`src/rtl/cpu_pkg.sv`:
```
// Shared definitions for the 16-bit single-cycle CPU: address width,
// program-counter sequencer states and the default reset vector.
package cpu_pkg;

  localparam int ADDR_W = 16;

  localparam logic [ADDR_W-1:0] DEFAULT_RESET_VECTOR = 16'h0000;

  typedef enum logic [1:0] {
    BOOT = 2'd0,
    RUN  = 2'd1,
    HALT = 2'd2
  } pc_state_t;

  // Saturating increment for the retired-instruction counter.
  function automatic logic [ADDR_W-1:0] sat_inc(input logic [ADDR_W-1:0] value);
    if (value == 16'hFFFF) begin
      sat_inc = 16'hFFFF;
    end else begin
      sat_inc = value + 16'd1;
    end
  endfunction

endpackage

```
`src/rtl/pc_next_calc.sv`:
```
// Combinational next-PC selection: Halt > Jump > Branch > sequential,
// with the PC-relative branch adder and the region-relative jump target.
import cpu_pkg::*;

module pc_next_calc (
  input  logic [ADDR_W-1:0] pc,
  input  logic              branch_out,
  input  logic              jump,
  input  logic              halt,
  input  logic [7:0]        branch_offset,
  input  logic [11:0]       jump_target,
  output logic [ADDR_W-1:0] pc_plus2,
  output logic [ADDR_W-1:0] next_pc,
  output logic              halt_req
);

  logic [ADDR_W-1:0] offset_bytes_s;
  logic [ADDR_W-1:0] branch_pc_s;
  logic [ADDR_W-1:0] jump_pc_s;

  assign pc_plus2       = pc + 16'd2;
  // Word offset becomes a byte offset: sign-extend then shift left by one.
  assign offset_bytes_s = {{7{branch_offset[7]}}, branch_offset, 1'b0};
  assign branch_pc_s    = pc_plus2 + offset_bytes_s;
  assign jump_pc_s      = {pc_plus2[15:13], jump_target, 1'b0};

  // Priority mux for the address taken on acceptance.
  always_comb begin
    next_pc  = pc_plus2;
    halt_req = 1'b0;
    if (halt) begin
      next_pc  = pc;
      halt_req = 1'b1;
    end else if (jump) begin
      next_pc = jump_pc_s;
    end else if (branch_out) begin
      next_pc = branch_pc_s;
    end else begin
      next_pc = pc_plus2;
    end
  end

endmodule

```
`src/rtl/pc_sequencer.sv`:
```
// Registered program-counter sequencer: BOOT/RUN/HALT FSM, fetch address
// register with ready handshake, and saturating retired-instruction count.
import cpu_pkg::*;

module pc_sequencer #(
  parameter logic [ADDR_W-1:0] RESET_VECTOR = DEFAULT_RESET_VECTOR
) (
  input  logic              clk,
  input  logic              rst_n,
  input  logic              Imem_Ready,
  input  logic              Branch_out,
  input  logic              Jump,
  input  logic              Halt,
  input  logic [7:0]        Branch_Offset,
  input  logic [11:0]       Jump_Target,
  output logic [ADDR_W-1:0] PC,
  output logic [ADDR_W-1:0] PC_Plus2,
  output logic              Fetch_Valid,
  output logic              Halted,
  output logic [ADDR_W-1:0] Retired_Count
);

  pc_state_t         state_r;
  logic [ADDR_W-1:0] pc_r;
  logic              fetch_valid_r;
  logic              halted_r;
  logic [ADDR_W-1:0] count_r;
  logic [ADDR_W-1:0] next_pc_s;
  logic              halt_req_s;

  pc_next_calc u_pc_next_calc (
    .pc            (pc_r),
    .branch_out    (Branch_out),
    .jump          (Jump),
    .halt          (Halt),
    .branch_offset (Branch_Offset),
    .jump_target   (Jump_Target),
    .pc_plus2      (PC_Plus2),
    .next_pc       (next_pc_s),
    .halt_req      (halt_req_s)
  );

  // FSM, PC register and retired counter; bit 0 of the PC is forced low.
  always_ff @(posedge clk) begin
    if (!rst_n) begin
      state_r       <= BOOT;
      pc_r          <= {RESET_VECTOR[ADDR_W-1:1], 1'b0};
      fetch_valid_r <= 1'b0;
      halted_r      <= 1'b0;
      count_r       <= 16'h0000;
    end else begin
      case (state_r)
        BOOT: begin
          state_r       <= RUN;
          fetch_valid_r <= 1'b1;
          halted_r      <= 1'b0;
        end
        RUN: begin
          if (Imem_Ready) begin
            count_r <= sat_inc(count_r);
            if (halt_req_s) begin
              state_r       <= HALT;
              fetch_valid_r <= 1'b0;
              halted_r      <= 1'b1;
            end else begin
              pc_r          <= {next_pc_s[ADDR_W-1:1], 1'b0};
              fetch_valid_r <= 1'b1;
              halted_r      <= 1'b0;
            end
          end else begin
            fetch_valid_r <= 1'b1;
            halted_r      <= 1'b0;
          end
        end
        HALT: begin
          fetch_valid_r <= 1'b0;
          halted_r      <= 1'b1;
        end
        default: begin
          // Unreachable encoding: recover through the boot cycle.
          state_r       <= BOOT;
          fetch_valid_r <= 1'b0;
          halted_r      <= 1'b0;
        end
      endcase
    end
  end

  assign PC            = pc_r;
  assign Fetch_Valid   = fetch_valid_r;
  assign Halted        = halted_r;
  assign Retired_Count = count_r;

endmodule

```
`config.mk`:
```
export PLATFORM = sky130hd
export DESIGN_NAME = pc_sequencer
export DESIGN_NICKNAME = d
export VERILOG_FILES = /design/src/rtl/cpu_pkg.sv /design/src/rtl/pc_next_calc.sv /design/src/rtl/pc_sequencer.sv
export SDC_FILE = /design/constraint.sdc
export NUM_CORES = 1
export LEC_CHECK = 0
export BUFFER_PORTS_ARGS = -buffer_cell sky130_fd_sc_hd__buf_2
export CORE_MARGIN = 3
export CORE_UTILIZATION = 45
export CTS_CLUSTER_DIAMETER = 50
export DETAILED_ROUTE_END_ITERATION = 10
export PLACE_DENSITY = 0.68
export SLEW_MARGIN = 10
export SYNTH_ARGS = -nofsm -noshare
export SYNTH_HDL_FRONTEND = slang
export SYNTH_SLANG_ARGS = --single-unit
```
`constraint.sdc`:
```
create_clock -name clk -period 7.6 [get_ports clk]
set_input_delay 0 -clock clk [delete_from_list [all_inputs] [get_ports clk]]
set_output_delay 0 -clock clk [all_outputs]
set_load 0.01 [all_outputs]
```
======== After elaboration in Yosys (flattened, before gate mapping) ========
Cells that the tools add are included.
word-level totals
  bits in registers ....................... 35
  input port bits ......................... 26
  output and inout port bits .............. 50
  word-level logic and storage cells ...... 33
cells by class
  add/sub/neg operators ................... 3
  equality and inequality tests ........... 5
  muxes and demuxes ....................... 13
  bitwise operators ....................... 3
  reduce and logical (&&, ||, !) cells .... 4
operator list
  kind                   number
  $mux 16                3
  $add 16x1->16 const B  1
  $add 16x16->16         1
  $add 16x2->16 const B  1
  $eq 16x16->1 const B   1
  $pmux 2 s3             1
  $mux 1                 5
  $mux 2                 2
  $ne 2x2->1 const B     2
  $pmux 1 s2             2
  $reduce_and 4->1       1
  $not 1->1              3
  $reduce_and 3->1       1
  $eq 2x1->1 const B     1
  $eq 2x2->1 const B     1
  $logic_not 2->1        1
  $reduce_and 2->1       1

======== Depth between registers and ports, before layout ========
Gate-level depths: netlist (run 1).
  word-level depth ........................ 4
  mapped depth ............................ 13
  mapped depth without buffers ............ 13

======== By module ========
Synthesis (run 1) repeated with hierarchy kept, for this count alone.
unflattened totals
  cells, all modules ...................... 393
  area, all modules ....................... 2984.1 um^2
by module, submodules not included
  module        times used  cells each  area each (um^2)  sequential area each (um^2)
  pc_sequencer  1           183         1547.7            700.7
  pc_next_calc  1           210         1436.4            0.0

======== Least setup slack after synthesis (run 1) ========
OpenSTA, ideal clock, no wires.
  path kind ............................... flip-flop to flip-flop
  start point ............................. register pc_r[1] (netlist: PC[1])
  end point ............................... register pc_r[12] (netlist: PC[12])
  library setup time ...................... 0.122 ns
  arrival time ............................ 2.789 ns
  data required time ...................... 7.478 ns
  setup slack ............................. 4.690 ns
  stages on the path, launching flop included .. 13
  path buffers ............................ 0
  period minus slack after synthesis ...... 2.910 ns
  path through ............................ dfxtp_1 ha_1 nand3_1 nor2_1 xor2_1 ha_1 a21o_1 a21o_1 a21oi_1 a21bo_2 mux2_4 nand2b_4 o311a_1
between the ends
  word-level cells in the longest chain between the ends .. 4
ends and longest elaborated chain
  what                    RTL line            text
  start, declared         pc_sequencer.sv:24  logic [ADDR_W-1:0] pc_r;
  start signal, assigned  pc_sequencer.sv:47  pc_r <= {RESET_VECTOR[ADDR_W-1:1], 1'b0};
  start signal, assigned  pc_sequencer.sv:66  pc_r <= {next_pc_s[ADDR_W-1:1], 1'b0};
  $add 16x2->16           pc_next_calc.sv:21  assign pc_plus2 = pc + 16'd2;
  via PC_Plus2[7]         pc_sequencer.sv:17  output logic [ADDR_W-1:0] PC_Plus2,
  $add 16x16->16          pc_next_calc.sv:24  assign branch_pc_s = pc_plus2 + offset_bytes_s;
  $mux 16                 pc_next_calc.sv:36  end else if (branch_out) begin
  $mux 16                 pc_next_calc.sv:34  end else if (jump) begin
The timed path passes the listed nets, and every way through them passes these cells.
A chain may end at the register's enable or synchronous reset.

======== Worst setup path in the final report (run 1) ========
  start point ............................. register pc_r[1] (netlist: PC[1])
  end point ............................... register pc_r[15] (netlist: PC[15])
between the ends
  word-level cells in the longest chain between the ends .. 4
ends and longest elaborated chain
  what               RTL line
  $add 16x2->16 (*)  pc_next_calc.sv:21
  $add 16x16->16     pc_next_calc.sv:24
  $mux 16            pc_next_calc.sv:36
  $mux 16 (*)        pc_next_calc.sv:34
Mark *: on every way between the ends. The rest lies on a longest branch, timed or not.

==> impl_metrics.py, run 1 <==
metrics = {
    "outcome": {
        "status": "complete, no violations",
    },
    "clock_tree": {
        "clock_sinks": 35,
        "cts_resized": 0,
        "ctsHoldBuffers": 1,
        "cts_made_buffers": 5,
        "post_cts_buffers": 0,
        "clockBufferDepth": 2,
        "clk_pin_slew_ns": 0.08,
        "clk_latency_ns": 0.29,
        "cts_tree": "built",
        "root_buffer": "clkbuf_8",
        "htreeDepth": 2,
    },
    "logic_synthesis": {
        "async_reset_ff_frac": 0,
        "syn_area_sq_um": 2720,
        "synth-seq-cells": 35,
        "avgSynthCellArea_sq_um": 7.82,
        "yosys.area.top_type": "dfxtp_1",
        "synth_cells": 347,
        "yosysSeqAreaShare": 0.258,
        "yosys_most_used_dff": "dfxtp_1",
        "synth_area_leaders": "dfxtp_1 (26%), ha_1 (10%), a21oi_1 (6.5%)",
        "synth_top_cell_area_share": 0.258,
        "synth_warnings": 0,
        "yosysUniqueCellTypes": 58,
        "synth_edf_count": 0,
    },
    "layout": {
        "n_antenna_cell": 0,
        "post-route-util": 0.570,
        "nets": 465,
        "area_growth_pct": 19.1,
        "final_cell_mix": "buf_2 (73), nand2_1 (37), dfxtp_1 (35), a21oi_1 (35), nor2_1 (31)",
        "layout_commonest_cell": "buf_2",
        "drive_gt1_frac": 0.228,
    },
    "critical_path": {
        "arrival_ns": 3.23,
        "reg2reg_depth": 12,
        "path_class": "reg -> reg",
        "crit_path_start": "PC[1]$_SDFFE_PN0P_",
        "crit_fanout": 7,
        "crit_path_end": "PC[15]$_SDFFE_PN0P_",
        "regToRegEndpoint": "PC[15]$_SDFFE_PN0P_",
        "r2r_start": "PC[1]$_SDFFE_PN0P_",
        "crit_required_ns": 7.82,
        "cp-end-kind": "flip-flop",
        "rrSetupSlack_ns": 4.59,
        "cp-start-kind": "flip-flop",
    },
    "min_path": {
        "holdPathStages": 3,
        "hp-class": "in -> reg",
    },
    "routing": {
        "drtIter0Drc": 144,
        "drt_first_pass_iters": 4,
        "drtAntennaViolNets": 0,
        "wl_um": 7090,
        "vias": 2710,
        "wl_per_cell_um": 14.5,
        "viasPerCell": 5.54,
        "route.detailed.drc": 0,
    },
    "power_and_ir_drop": {
        "pwr-share-clk": 0.374,
        "p_seq_frac": 0.411,
        "p_leak_nw": 1.49,
        "p_sw_frac": 0.291,
        "p_per_area_nw_per_um2": 148,
        "internal-power_mw": 0.338,
        "ir_drop_uv": 101,
        "p_sw_mw": 0.139,
        "p_comb_frac": 0.214,
    },
    "die": {
        "initial_core_util": 0.478,
        "rows": 27,
        "num_io_pins": 76,
        "dieHeight_um": 83.7,
        "die-area_sq_um": 7000,
        "fp.coreArea_sq_um": 5680,
        "dieWidth_um": 83.7,
    },
    "placed_design": {
        "dp_hpwl_um": 5400,
        "place_congestion": 0.911,
        "io_buffer_count": 73,
    },
    "sta": {
        "relSlewSlack": 0.390,
        "fin_tns_setup_ns": 0,
        "clock_skew_ns": 0.00656,
        "worst_slew_pin_slew_ns": 0.914,
        "rsz0062_at_grt": "false",
        "maxSlewViolCount": 0,
        "fin_crit_ns": 3.01,
        "max_freq_mhz": 332,
        "fin_crit_sh": 0.396,
        "hold_viol_final": 0,
        "finalSetupViolations": 0,
    },
    "grt": {
        "grt_max_degree": 26,
        "grt-ovfl-total": 0,
        "antenna_found_initial": 0,
        "grt_pass1_wl_um": 11600,
        "grt.total_usage": 0.197,
        "grt_pass1_vias": 2475,
    },
    "run": {
        "cap_viol_max_count": 0,
    },
}
stage by stage:
step	total power, mW	instance area [sq um]	cells	setup WS, ns	hold slack (ns)
6_report	0.477	3230	489	4.59	0.0161
5_1_grt	0.504	3230	489	4.35	0.0327
4_1_cts	0.480	3230	489	4.59	0.0113
3_5_place_dp	0.302	3110	480	4.61	0.280
3_3_place_gp	0.300	3110	480	4.73	0.277
2_1_floorplan	0.272	2720	348	4.69	0.141
area by class of cell:
type / count / area (sq um)
well taps: 72 / 90.1
flip-flops and latches: 35 / 701
multi-input cells: 287 / 1900
inverters: 13 / 48.8
clock buffers: 6 / 82.6
fillers: 561 / 2440
clock inverters: 2 / 35.0
repair buffers: 74 / 375
flip-flops by register name (all words and copies together), names as in the netlist:
register,flops
PC,15
Fetch_Valid,1
Retired_Count,16
Halted,1
state_r,2
synth_stat cells, types with 3 or more instances:
| cell | number |
|---|---|
| nand2_1 | 37 |
| a21oi_1 | 35 |
| dfxtp_1 | 35 |
| nor2_1 | 31 |
| ha_1 | 22 |
| o21ai_0 | 19 |
| nand3_1 | 15 |
| xnor2_1 | 15 |
| xor2_1 | 15 |
| inv_1 | 12 |
| mux2i_1 | 9 |
| nand4_1 | 9 |
| nand2b_1 | 8 |
| o211ai_1 | 8 |
| a21o_1 | 6 |
| and3_1 | 6 |
| nor3_1 | 5 |
| buf_2 | 4 |
| buf_4 | 4 |
| clkbuf_1 | 4 |
| nor2b_1 | 4 |
| a31oi_1 | 3 |
| or3_1 | 3 |
power by group through the flow:
stage,Sequential [mW],Combinational [mW],Clock (mW)
2_1_floorplan,0.201,0.0706,0
3_3_place_gp,0.200,0.100,0
3_5_place_dp,0.201,0.101,0
4_1_cts,0.196,0.102,0.182
5_1_grt,0.197,0.114,0.193
6_report,0.196,0.102,0.178
routing by layer:
layer | GRT usage | up-vias | part of all wire
met5 | 0 | - | 0
met4 | 0.0658 | 0 | 0.016
met3 | 0.0533 | 10 | 0.072
met2 | 0.308 | 79 | 0.45
met1 | 0.262 | 1244 | 0.46
li1 | - | 1377 | -
worst max-delay path, stage by stage (launching register included):
cell and delay (ns):
dfxtp_1 0.46, ha_1 0.25, nand4_1 0.11, or2_4 0.28, xnor2_1 0.28, ha_1 0.32, and4_2 0.21, nand2_1 0.07
a21oi_1 0.05, a211oi_2 0.35, o211ai_1 0.17, mux2i_1 0.20, mux2i_1 0.19
how the worst min path moves through the flow:
stage / startpoint / to / slack (ns)
after global placement: Halt / Halted$_SDFF_PN0_ / 0.28
final: Jump_Target[9] / PC[10]$_SDFFE_PN0P_ / 0.02
after global routing: Jump_Target[3] / PC[4]$_SDFFE_PN0P_ / 0.03
after detailed placement: Halt / Halted$_SDFF_PN0_ / 0.28
after CTS: Jump_Target[2] / PC[3]$_SDFFE_PN0P_ / 0.01
after floorplan: Halt / Halted$_SDFF_PN0_ / 0.14
cells by family after synthesis:
family,after synthesis,share of synthesized area
AOI/OAI and AO/OA,93,0.215
adders and majority gates,23,0.109
muxes,10,0.0387
xor gates and xnor gates,30,0.0968
buffers and inverters,26,0.0433
DFF,35,0.258
and+or+nand+nor,129,0.238
other,1,0.00138
Power figures use the tool's default switching activity.
==> run 2, diff against run 1 <==
- ABC_AREA: default -> 1
- clock period: 7.6 -> 2.96 ns (I/O delays scaled with it)
==> impl_metrics.py, run 2 <==
metrics = {
    "power_and_ir_drop": {
        "ir_drop_uv": 372,
        "p_leak_nw": 1.87,
        "p_per_area_nw_per_um2": 457,
    },
    "critical_path": {
        "r2r_start": "PC[2]$_SDFFE_PN0P_",
        "crit_path_start": "PC[2]$_SDFFE_PN0P_",
        "rrSetupSlack_ns": 0.30,
        "cp-start-kind": "flip-flop",
        "crit_required_ns": 3.18,
        "cp-end-kind": "flip-flop",
        "crit_fanout": 4,
        "reg2reg_depth": 19,
        "path_class": "reg -> reg",
        "arrival_ns": 2.88,
        "regToRegEndpoint": "PC[15]$_SDFFE_PN0P_",
        "crit_path_end": "PC[15]$_SDFFE_PN0P_",
    },
    "clock_tree": {
        "post_cts_buffers": 0,
        "htreeDepth": 2,
        "clk_latency_ns": 0.28,
        "clk_pin_slew_ns": 0.07,
        "root_buffer": "clkbuf_8",
        "ctsHoldBuffers": 0,
        "clockBufferDepth": 2,
        "cts_tree": "built",
        "clock_sinks": 35,
        "cts_made_buffers": 5,
        "cts_resized": 0,
    },
    "grt": {
        "grt-ovfl-total": 0,
        "grt.total_usage": 0.219,
        "antenna_found_initial": 0,
        "grt_pass1_wl_um": 13300,
        "grt_max_degree": 24,
        "grt_pass1_vias": 2825,
    },
    "layout": {
        "stdcell_area_sq_um": 3450,
        "nets": 583,
        "multi_input_area_sq_um": 1930,
        "stdcell_count": 609,
        "area_growth_pct": 18.8,
        "post-route-util": 0.566,
        "final_cell_mix": "nand2_1 (115), buf_2 (73), inv_1 (67), a21oi_1 (48), nand3_1 (37)",
        "largest_reg_flops": 16,
        "fillerInstances": 645,
        "n_antenna_cell": 0,
        "layout_commonest_cell": "nand2_1",
        "drive_gt1_frac": 0.193,
        "regArea_sq_um": 703,
    },
    "logic_synthesis": {
        "synth_area_leaders": "dfxtp_1 (24%), nand2_1 (15%), ha_1 (9.5%)",
        "yosysUniqueCellTypes": 41,
        "yosys.area.top_type": "dfxtp_1",
        "synth_edf_count": 0,
        "synth_common_cells": "nand2_1 (116), inv_1 (67), a21oi_1 (48)",
        "synth-seq-cells": 35,
        "async_reset_ff_frac": 0,
        "synth_warnings": 0,
        "yosysMostFrequentCell": "nand2_1",
        "yosysSeqAreaShare": 0.241,
        "avgSynthCellArea_sq_um": 6.30,
        "synth_top_cell_area_share": 0.241,
        "yosys_most_used_dff": "dfxtp_1",
        "synth_cells": 461,
        "syn_area_sq_um": 2900,
    },
    "outcome": {
        "status": "complete, no violations",
    },
    "routing": {
        "top_layer": "met4",
        "viasPerCell": 5.16,
        "drtAntennaViolNets": 0,
        "wl_met2_um": 3480,
        "wl_met3_um": 508,
        "drt_first_pass_iters": 5,
        "drtIter0Drc": 201,
        "drt-met1-wl_um": 3910,
        "wl_um": 7950,
        "route.detailed.drc": 0,
        "wl_per_cell_um": 13.0,
        "vias": 3141,
    },
    "placed_design": {
        "io_buffer_count": 73,
        "place_congestion": 0.925,
        "dp_hpwl_um": 6290,
        "placed_cells": 602,
        "place_ws_ns": 0.245,
        "placed_cell_area_sq_um": 3330,
    },
    "sta": {
        "max_freq_mhz": 376,
        "clock_skew_ns": 0.00445,
        "fin_crit_sh": 0.898,
        "relSlewSlack": 0.654,
        "worst_slew_pin_slew_ns": 0.514,
        "hold_viol_final": 0,
        "finalSetupViolations": 0,
        "maxSlewViolCount": 0,
        "holdWs_ns": 0.0107,
        "setup_slack_ns": 0.302,
        "fin_crit_ns": 2.66,
    },
    "die": {
        "fp.coreArea_sq_um": 6100,
        "dieWidth_um": 86.3,
        "dieHeight_um": 86.3,
        "rows": 28,
        "die-area_sq_um": 7450,
        "num_io_pins": 76,
        "initial_core_util": 0.476,
    },
    "run": {
        "cap_viol_max_count": 0,
    },
    "min_path": {
        "hp-class": "in -> reg",
    },
}
==> run 2: worst min path at each step <==
stage,from,end,slack (ns),depth (start not counted)
floorplan,rst_n,Retired_Count[0]$_SDFFE_PN0P_,0.14,2
global placement,Jump_Target[3],PC[4]$_SDFFE_PN0P_,0.29,3
detailed placement,Halt,Halted$_SDFF_PN0_,0.31,3
CTS,Halt,Halted$_SDFF_PN0_,0.0003,3
global route,Halt,Halted$_SDFF_PN0_,0.009,3
finish,Halt,Halted$_SDFF_PN0_,0.01,3
==> run 2: critical path, cell delays in order, from the launching register on <==
cell and delay (ns):
dfxtp_2 0.36, ha_1 0.18, nand2_1 0.11, nor2_4 0.15, nand2_2 0.10, nor2_4 0.14
nand2_1 0.09, xor2_2 0.16, inv_1 0.10, ha_1 0.32, nand2_1 0.08, nor2_1 0.14
inv_1 0.06, nor2_1 0.08, nand2_1 0.09, nand3_1 0.12, nand3_1 0.08, nand2_1 0.07
nand2_1 0.05, a21oi_1 0.10
==> run 2: layer usage <==
| metal | track usage | up-vias |
|---|---|---|
| met5 | 0 | - |
| met4 | 0.0453 | 0 |
| met3 | 0.0352 | 5 |
| met2 | 0.332 | 90 |
| met1 | 0.327 | 1408 |
| li1 | - | 1638 |
==> run 2: kinds of logic after synthesis <==
group	Yosys count	share of synthesized area
buf+inv	78	0.106
flops	35	0.241
fa+ha+maj	23	0.102
compound gates	97	0.178
other cells	1	0.00129
xor+xnor	14	0.0422
simple gates	213	0.330
==> run 2: final cells by class <==
type,instances,share of cell area
multi-input combinational,349,0.559
sequential,35,0.204
timing repair buffer,74,0.108
inverter,69,0.0766
tap,75,0.0272
clock buffer,6,0.0239
clock inverter,1,0.00145
==> run 2: report_power, final <==
part	internal (mW)	leakage [nW]	switching (mW)
Sequential	0.523	0.285	0.0529
Combinational	0.239	1.53	0.402
Clock	0.183	0.0470	0.175
==> run 2: stage by stage <==
step	TNS (ns)	power (mW)
final	0	1.57
after detailed placement	0	1.22
after floorplan	0	1.02
after global placement	0	1.21
after global routing	-0.0146	1.70
after CTS	0	1.58
